==> src/rtl/ras_stack.sv <==
// ras_stack: speculative return address stack for the D1 decode stage.
// A DEPTH-entry circular stack. Calls push, returns pop, and a resteer
// restores the checkpointed pointer and count. Pointer arithmetic wraps
// modulo DEPTH, so a push onto a full stack overwrites the oldest entry.
//
// Optional feature macro: RAS_REPAIR_EN
//   Defined  : adds recover_addr / recover_top_valid. A recover with
//              recover_top_valid=1 also rewrites entry[recover_ptr], which
//              repairs a top entry clobbered by a wrong-path push.
//   Undefined: recover restores the pointers only.
module ras_stack #(
    parameter  int XLEN  = 32,
    parameter  int DEPTH = 8,            // power of two, >= 2
    localparam int PTR_W = $clog2(DEPTH)
) (
    input  logic             clk,
    input  logic             rst,            // asynchronous, active-low
    input  logic             push,
    input  logic [XLEN-1:0]  push_addr,
    input  logic             pop,
    input  logic             recover,
    input  logic [PTR_W-1:0] recover_ptr,
    input  logic [PTR_W:0]   recover_count,
`ifdef RAS_REPAIR_EN
    input  logic [XLEN-1:0]  recover_addr,
    input  logic             recover_top_valid,
`endif
    output logic [XLEN-1:0]  ret_addr,
    output logic             ret_valid,
    output logic [PTR_W-1:0] tos_ptr,
    output logic [PTR_W:0]   count,
    output logic             empty,
    output logic             full,
    output logic             overflow,
    output logic             underflow
);

    localparam logic [PTR_W:0] FULL_COUNT = (PTR_W + 1)'(DEPTH);

    logic [XLEN-1:0]  mem_q [DEPTH];
    logic [PTR_W-1:0] tos_q,   tos_d;
    logic [PTR_W:0]   count_q, count_d;
    logic             ovf_q,   ovf_d;
    logic             unf_q,   unf_d;

    // Single write port into the entry array, chosen by the next-state logic.
    logic             wr_en;
    logic [PTR_W-1:0] wr_ptr;
    logic [XLEN-1:0]  wr_data;

    logic [PTR_W-1:0] ptr_inc;
    logic [PTR_W-1:0] ptr_dec;
    logic             is_empty;
    logic             is_full;

    // Neighbouring pointers; DEPTH is a power of two, so truncation wraps.
    always_comb begin
        ptr_inc  = tos_q + 1'b1;
        ptr_dec  = tos_q - 1'b1;
        is_empty = (count_q == '0);
        is_full  = (count_q == FULL_COUNT);
    end

    // Next-state: recover > push&pop > push > pop.
    always_comb begin
        // NOTE: every signal gets a default before any branch, otherwise a
        // path that skips an assignment infers a latch.
        tos_d   = tos_q;
        count_d = count_q;
        ovf_d   = 1'b0;
        unf_d   = 1'b0;
        wr_en   = 1'b0;
        wr_ptr  = tos_q;
        wr_data = push_addr;

        if (recover) begin
            tos_d   = recover_ptr;
            count_d = (recover_count > FULL_COUNT) ? FULL_COUNT : recover_count;
`ifdef RAS_REPAIR_EN
            if (recover_top_valid) begin
                wr_en   = 1'b1;
                wr_ptr  = recover_ptr;
                wr_data = recover_addr;
            end
`endif
        end else if (push && pop) begin
            wr_en = 1'b1;
            if (is_empty) begin
                // Nothing to pop: behaves as a plain push.
                tos_d   = ptr_inc;
                wr_ptr  = ptr_inc;
                count_d = count_q + 1'b1;
            end else begin
                // Pop-then-push replaces the top entry in place.
                wr_ptr = tos_q;
            end
        end else if (push) begin
            wr_en  = 1'b1;
            tos_d  = ptr_inc;
            wr_ptr = ptr_inc;
            if (is_full) begin
                ovf_d = 1'b1;
            end else begin
                count_d = count_q + 1'b1;
            end
        end else if (pop) begin
            if (is_empty) begin
                unf_d = 1'b1;
            end else begin
                tos_d   = ptr_dec;
                count_d = count_q - 1'b1;
            end
        end
    end

    // Pointer, count and event-pulse registers.
    always_ff @(posedge clk or negedge rst) begin
        // NOTE: sequential state uses non-blocking assignments so every
        // register samples the pre-edge values regardless of statement order.
        if (!rst) begin
            tos_q   <= '0;
            count_q <= '0;
            ovf_q   <= 1'b0;
            unf_q   <= 1'b0;
        end else begin
            tos_q   <= tos_d;
            count_q <= count_d;
            ovf_q   <= ovf_d;
            unf_q   <= unf_d;
        end
    end

    // Entry array with its single write port.
    always_ff @(posedge clk or negedge rst) begin
        // NOTE: the entries are reset on purpose: ret_addr is visible
        // unqualified and must read as zero after reset, not as stale data.
        if (!rst) begin
            for (int i = 0; i < DEPTH; i++) begin
                mem_q[i] <= '0;
            end
        end else if (wr_en) begin
            mem_q[wr_ptr] <= wr_data;
        end
    end

    // Outputs: zero-latency top-of-stack read and status flags.
    always_comb begin
        ret_addr  = mem_q[tos_q];
        ret_valid = !is_empty;
        tos_ptr   = tos_q;
        count     = count_q;
        empty     = is_empty;
        full      = is_full;
        overflow  = ovf_q;
        underflow = unf_q;
    end

endmodule

==> config.mk <==
export PLATFORM = sky130hd
export DESIGN_NAME = ras_stack
export DESIGN_NICKNAME = d
export VERILOG_FILES = /design/src/rtl/ras_stack.sv
export SDC_FILE = /design/constraint.sdc
export NUM_CORES = 1
export LEC_CHECK = 0
export ABC_AREA = 1
export BUFFER_PORTS_ARGS = -buffer_cell sky130_fd_sc_hd__buf_2
export CORE_MARGIN = 5
export CORE_UTILIZATION = 45
export CTS_CLUSTER_SIZE = 40
export DETAILED_ROUTE_END_ITERATION = 16
export SLEW_MARGIN = 20
export SYNTH_ARGS = -nofsm -noshare
export SYNTH_HDL_FRONTEND = slang
export SYNTH_SLANG_ARGS = --single-unit
==> constraint.sdc <==
create_clock -name clk -period 4.1 [get_ports clk]
set_input_delay 0.615 -clock clk [delete_from_list [all_inputs] [get_ports clk]]
set_output_delay 0.615 -clock clk [all_outputs]
set_load 0.005 [all_outputs]
-- After elaboration in Yosys (flattened, before gate mapping)
Index checks and enable logic that the tools add are counted.
- register bits: 265
- input port bits: 44
- output and inout port bits: 44
- word-level logic and storage cells: 68
- add/sub/neg operators: 4
- $lt $le $gt $ge: 4
- equal/unequal tests: 4
- muxes and demuxes: 35
- bitwise logic cells: 2
- reductions and logical operators: 7
- operators with widths (operator ; number):
    bitwise mux 256 bit ; 1
    binary-select mux 32 bit (select 3 bit) ; 1
    demux 32 bit (select 3 bit) ; 1
    two-way mux 32 bit ; 3
    two-way mux 4 bit ; 8
    two-way mux 3 bit ; 9
    two-way mux 1 bit ; 12
    greater-or-equal comparator 4 bit (second input constant) ; 2
    != test 4 x 3 -> 1 bit (second input constant) ; 2
    NOT 3 -> 4 bit ; 2
    adder 4 x 1 -> 4 bit (second input constant) ; 1
    equality test 4 bit (second input constant) ; 1
    greater-than comparator 4 bit (second input constant) ; 1
    logical NOT 4 bit ; 1
    < comparator 4 x 1 -> 1 bit (second input constant) ; 1
    AND reduction 4 bit ; 1
    nonzero test 4 bit ; 1
    subtractor 4 x 1 -> 4 bit (second input constant) ; 1
    adder 3 x 1 -> 3 bit (second input constant) ; 1
    != test 3 bit (second input constant) ; 1
    subtractor 3 x 1 -> 3 bit (second input constant) ; 1
    logical AND 1 bit ; 2
    AND reduction 2 bit ; 1
    logical NOT 1 bit ; 1

-- Depth between registers and ports, before layout
- depth after elaboration: 10
- gate-level depth with buffers: 13
- mapped depth without buffers: 12

-- Least setup slack after synthesis
No wires, ideal clock.
- path kind: register to register
- start point: register tos_q[0], in the netlist tos_ptr[0]
- end point: register mem_q[235] in the netlist's numbering
- library setup time: 66 ps
- arrival time: 2334 ps
- data required time: 4034 ps
- slack: 1701 ps
- cell stages (with the launch flop): 14
- buffers on the path: 4
- clock period less this slack: 2399 ps
- cell sequence: dfrtp_1 -> inv_1 -> clkbuf_1 -> clkbuf_1 -> ha_1 -> nand3_1 -> o21ai_0 -> nor2_1 -> nand2_1 -> nand2_1 -> buf_2 -> buf_2 -> nand4_1 -> nand2_1
- cells in the longest elaborated chain, start to end: 10
- elaborated cells on any way between the ends: 12
- classes of those cells: add/sub (1); order compare (2); mux (7); bitwise (1); reduce/logical (1)
- RTL lines (what ; line ; source):
    start, declared ; 41 ; logic [PTR_W-1:0] tos_q, tos_d;
    start signal, assigned ; 126 ; tos_q <= tos_d;
    adder 3 x 1 -> 3 bit ; 58 ; ptr_inc = tos_q + 1'b1;
    two-way mux 3 bit, on equally long branches ; - ;
    two-way mux 3 bit ; 86 ; end else if (push && pop) begin
    two-way mux 3 bit * ; 76 ; if (recover) begin
    NOT 3 -> 4 bit (implied by the code) * ; 142 ; mem_q[wr_ptr] <= wr_data;
    greater-or-equal comparator 4 bit (implied by the code) or < comparator 4 x 1 -> 1 bit (tied branches) ; 142 ;
    logical AND 1 bit (implied by the code) ; 142 ;
    two-way mux 32 bit (implied by the code) ; 142 ;
    demux 32 bit (select 3 bit) * ; 142 ;
    bitwise mux 256 bit * ; 142 ;
    end signal, assigned by index ; 142 ;
    end, declared ; 40 ; logic [XLEN-1:0] mem_q [DEPTH];
Every way passes the cells marked *; elsewhere a longest branch is shown, timed or not.
A chain may end at the register's enable or synchronous reset.

-- Worst setup path after layout
- start point: register tos_q[0], in the netlist tos_ptr[0]
- end point: output port ret_addr[25]
- cells in the longest elaborated chain, start to end: 4
- RTL lines (what ; line ; source):
    NOT 3 -> 4 bit (implied by the code) ; 148 ; ret_addr = mem_q[tos_q];
    binary-select mux 32 bit (select 3 bit) ; 148 ;
    two-way mux 32 bit (implied by the code) (2 in a row) ; 148 ;
    end, declared ; 28 ; output logic [XLEN-1:0] ret_addr,
No other way between the ends. The select of a mux whose other input is x is not followed.

==> qor.csv <==
stage,metric,value,unit
yosys,main combinational cell family by area after synthesis,simple AND/OR/NAND/NOR gates,
die,initial core utilization,45.7,%
drt,antenna-violating nets left,0,
place,IO buf count,87,
place,placed cells,2084,
timing,Slew headroom,26.7,%
yosys,Post-synth ARST share,100,%
grt,largest net degree at the start of global routing,131,
yosys,Mapped Cells,1769,
cts,H-tree depth reported by CTS,1,
die,Core Footprint,29800,µm²
die,Vert. Die Dim,184,µm
die,number of I/O pins,88,
yosys,synthesized cell area,13600,µm²
cts,# Post-CTS Setup Buffers,0,
yosys,Adder-Cell Fraction of Synth Area,0.459,%
yosys,Synth cell types,29,
yosys,post-synthesis sequential area ratio,48.7,%
drt,Total Wirelength,42700,µm
layout,"commonest cells after routing, fill and taps aside","649 x nand2_1, 262 x dfrtp_1, 256 x nand4_1, 139 x nor2_1, 136 x o21ai_0",
yosys,syn nets,1818,
grt,initial antenna violation count,1,
grt,GRT Overall Usage,24.8,%
layout,Area Overhead vs Synth,9.66,%
yosys,Synth Area in Simple Gates,34.7,%
place,"Cell Area, Placed",14000,µm²
worst_setup_path,Worst Path Arrival,3.14,ns
cts,clock sink count,265,
drt,post-route DRC violation count,0,
power,Sw Ratio,38.2,%
layout,# fillers,3010,
layout,Ant. Diodes,0,
cts,Post-CTS Hold Fix Bufs,0,
worst_hold_path,Hold Crit Class,in -> async,
timing,final period utilization,91.5,%
yosys,Mapped Avg Cell Area,7.70,µm²
timing,Tightest Pin Transition,1.10,ns
worst_setup_path,FF-to-FF path depth,12,
yosys,main area contributors after synthesis,"dfrtp_1 49%, nand2_1 18%, nand4_1 12%",
timing,Final Hold Slack,0.163,ns
run,max cap viols,0,
worst_setup_path,reg2reg end,mem_q[231],
power,PwrDens,707,nW/µm²
timing,Final Critical Period,3.75,ns
die,die width,184,µm
power,Sequential Power Share,42.2,%
cts,CTS tree,built,
power,Int Power,0.00653,W
power,Worst VDD drop,0.351,mV
yosys,fraction of synthesized area in multiplexers,0,%
power,Net Sw Power,0.00403,W
worst_setup_path,CP Class,reg -> out,
power,P_leak,7.57,nW
worst_setup_path,r2r startpoint,tos_ptr[0],
timing,Max Clock Freq,0.267,GHz
drt,WL per Instance,20.0,µm
place,dpl hpwl,22000,µm
power,logic gate share of total power,32.9,%
timing,Fin. Hold Viols,0,
die,row cnt,63,
timing,Worst Clk Skew,0.0217,ns
timing,RSZ-0062 raised after global routing,no,
grt,first-pass GRT wire length,68700,µm
cts,clock-pin slew on the worst setup and hold paths,0.06,ns
cts,CTS root buffer,clkbuf_16,
yosys,Synth Area in XOR/XNOR,0.257,%
drt,violation count after the first detailed-route iteration,1222,
power,Clk network pwr share,24.9,%
worst_setup_path,flop-to-flop setup slack,0.81,ns
timing,Final TNS setup,0,ns
yosys,synthesized flop and latch total,265,
yosys,"area leader, netlist",dfrtp_1,
cts,Clock Path Buffers,3,
cts,cts repair resizes,0,
drt,Pre-antenna DRT Iters,5,
die,Die Area,33800,µm²
status,outcome,completed,
layout,"most common cell after layout, fill and taps aside",nand2_1,
place,RePlAce Congestion,0.802,
yosys,YS warnings,0,
yosys,Synth Area in Compound Gates,8.44,%
cts,cts bufs inserted,30,
layout,Final Instance Area,14900,µm²
yosys,"Top FF cell, synth",dfrtp_1,
layout,"non-filler cells, final",2138,
layout,share of cells above drive strength 1,10.6,%
worst_setup_path,Crit. End Element,output port,
grt,vias in the first global route,12200,
layout,nets,1775,
worst_setup_path,CP Max Fanout,92,
cts,Skew-Pair Late Insertion Delay,0.57,ns
timing,Slew Limit Fails,0,
worst_setup_path,Startpoint Class,flip-flop,
drt,Via density,5.90,
yosys,"EDFF count, synth",0,
drt,Via Count,12600,
timing,final setup fails,0,
yosys,share of Yosys cell area claimed by the top area cell type,48.7,%
grt,grt total ovfl,0,
worst_setup_path,worst path required time,3.48,ns
==> worst max-delay path by stage <==
stage / startpoint / endpoint / slack, ns / cells past startpoint
after floorplan: tos_ptr[0] / mem_q[235] / 1.70 / 13
after global placement: tos_ptr[0] / mem_q[227] / 0.83 / 12
after detailed placement: tos_ptr[0] / mem_q[231] / 0.81 / 12
after CTS: tos_ptr[0] / ret_addr[25] / 0.39 / 6
after global routing: tos_ptr[0] / ret_addr[25] / 0.26 / 6
final: tos_ptr[0] / ret_addr[25] / 0.35 / 6
==> synthesized netlist by cell type, types with 2 or more instances <==
cell      instances
nand2_1         653
dfrtp_1         265
nand4_1         256
nor2_1          139
o21ai_0         136
buf_2           126
o22ai_1          64
clkbuf_1         45
nand3_1          20
buf_4            16
inv_1            16
ha_1              5
buf_1             4
nor3_1            4
a21oi_1           3
xnor2_1           3
a31oi_1           2
==> power by group through the flow <==
| stage | clock network [W] | logic, W | registers (W) |
|---|---|---|---|
| 2_1_floorplan | 0 | 0.00254 | 0.00429 |
| 3_3_place_gp | 0 | 0.00342 | 0.00447 |
| 3_5_place_dp | 0 | 0.00348 | 0.00448 |
| 4_1_cts | 0.00267 | 0.00348 | 0.00445 |
| 5_1_grt | 0.00278 | 0.00396 | 0.00461 |
| 6_report | 0.00263 | 0.00347 | 0.00446 |
==> area by class of cell <==
type                       instances  area, µm²  share of cell area (%)
tap                              390        488                    3.27
clock buffer                      48        930                    6.22
sequential                       265       6640                    44.4
clock inverter                     6       32.5                   0.218
timing repair buffer             117        733                    4.91
inverter                          17       66.3                   0.444
multi-input combinational       1295       6050                    40.5
==> critical path: stages, from the launching register on <==
cell and delay (ns):
dfrtp_4 0.74, buf_4 0.87, o21ai_0 0.23, o22ai_1 0.32, nand2_1 0.14, nand2_1 0.10
buf_2 0.12
==> per-stage QoR <==
step | power (W) | util (%) | setup slack [ns]
2_1_floorplan | 0.00683 | - | 1.70
3_3_place_gp | 0.00789 | 46.9 | 0.831
3_5_place_dp | 0.00796 | 46.9 | 0.807
4_1_cts | 0.0106 | 50.1 | 0.391
5_1_grt | 0.0114 | 50.1 | 0.256
6_report | 0.0106 | 50.1 | 0.350
==> routing by layer <==
layer	vias to the layer above	part of all wire, %	GRT usage [%]
li1	5903	-	-
met1	6168	45	36.0
met2	478	46	39.4
met3	69	7.3	3.44
met4	2	2.1	6.33
met5	-	0.016	0
==> state kept, by name, summed over array words and instances (netlist names) <==
signal and count:
mem_q 256, count 4, tos_ptr 3, underflow 1
overflow 1
==> logic make-up after synthesis <==
family | Yosys count
compound gates | 209
xor+xnor | 4
fa+ha+maj | 5
buf+inv | 209
flops | 265
simple gates | 1077
Power figures use the tool's default switching activity.
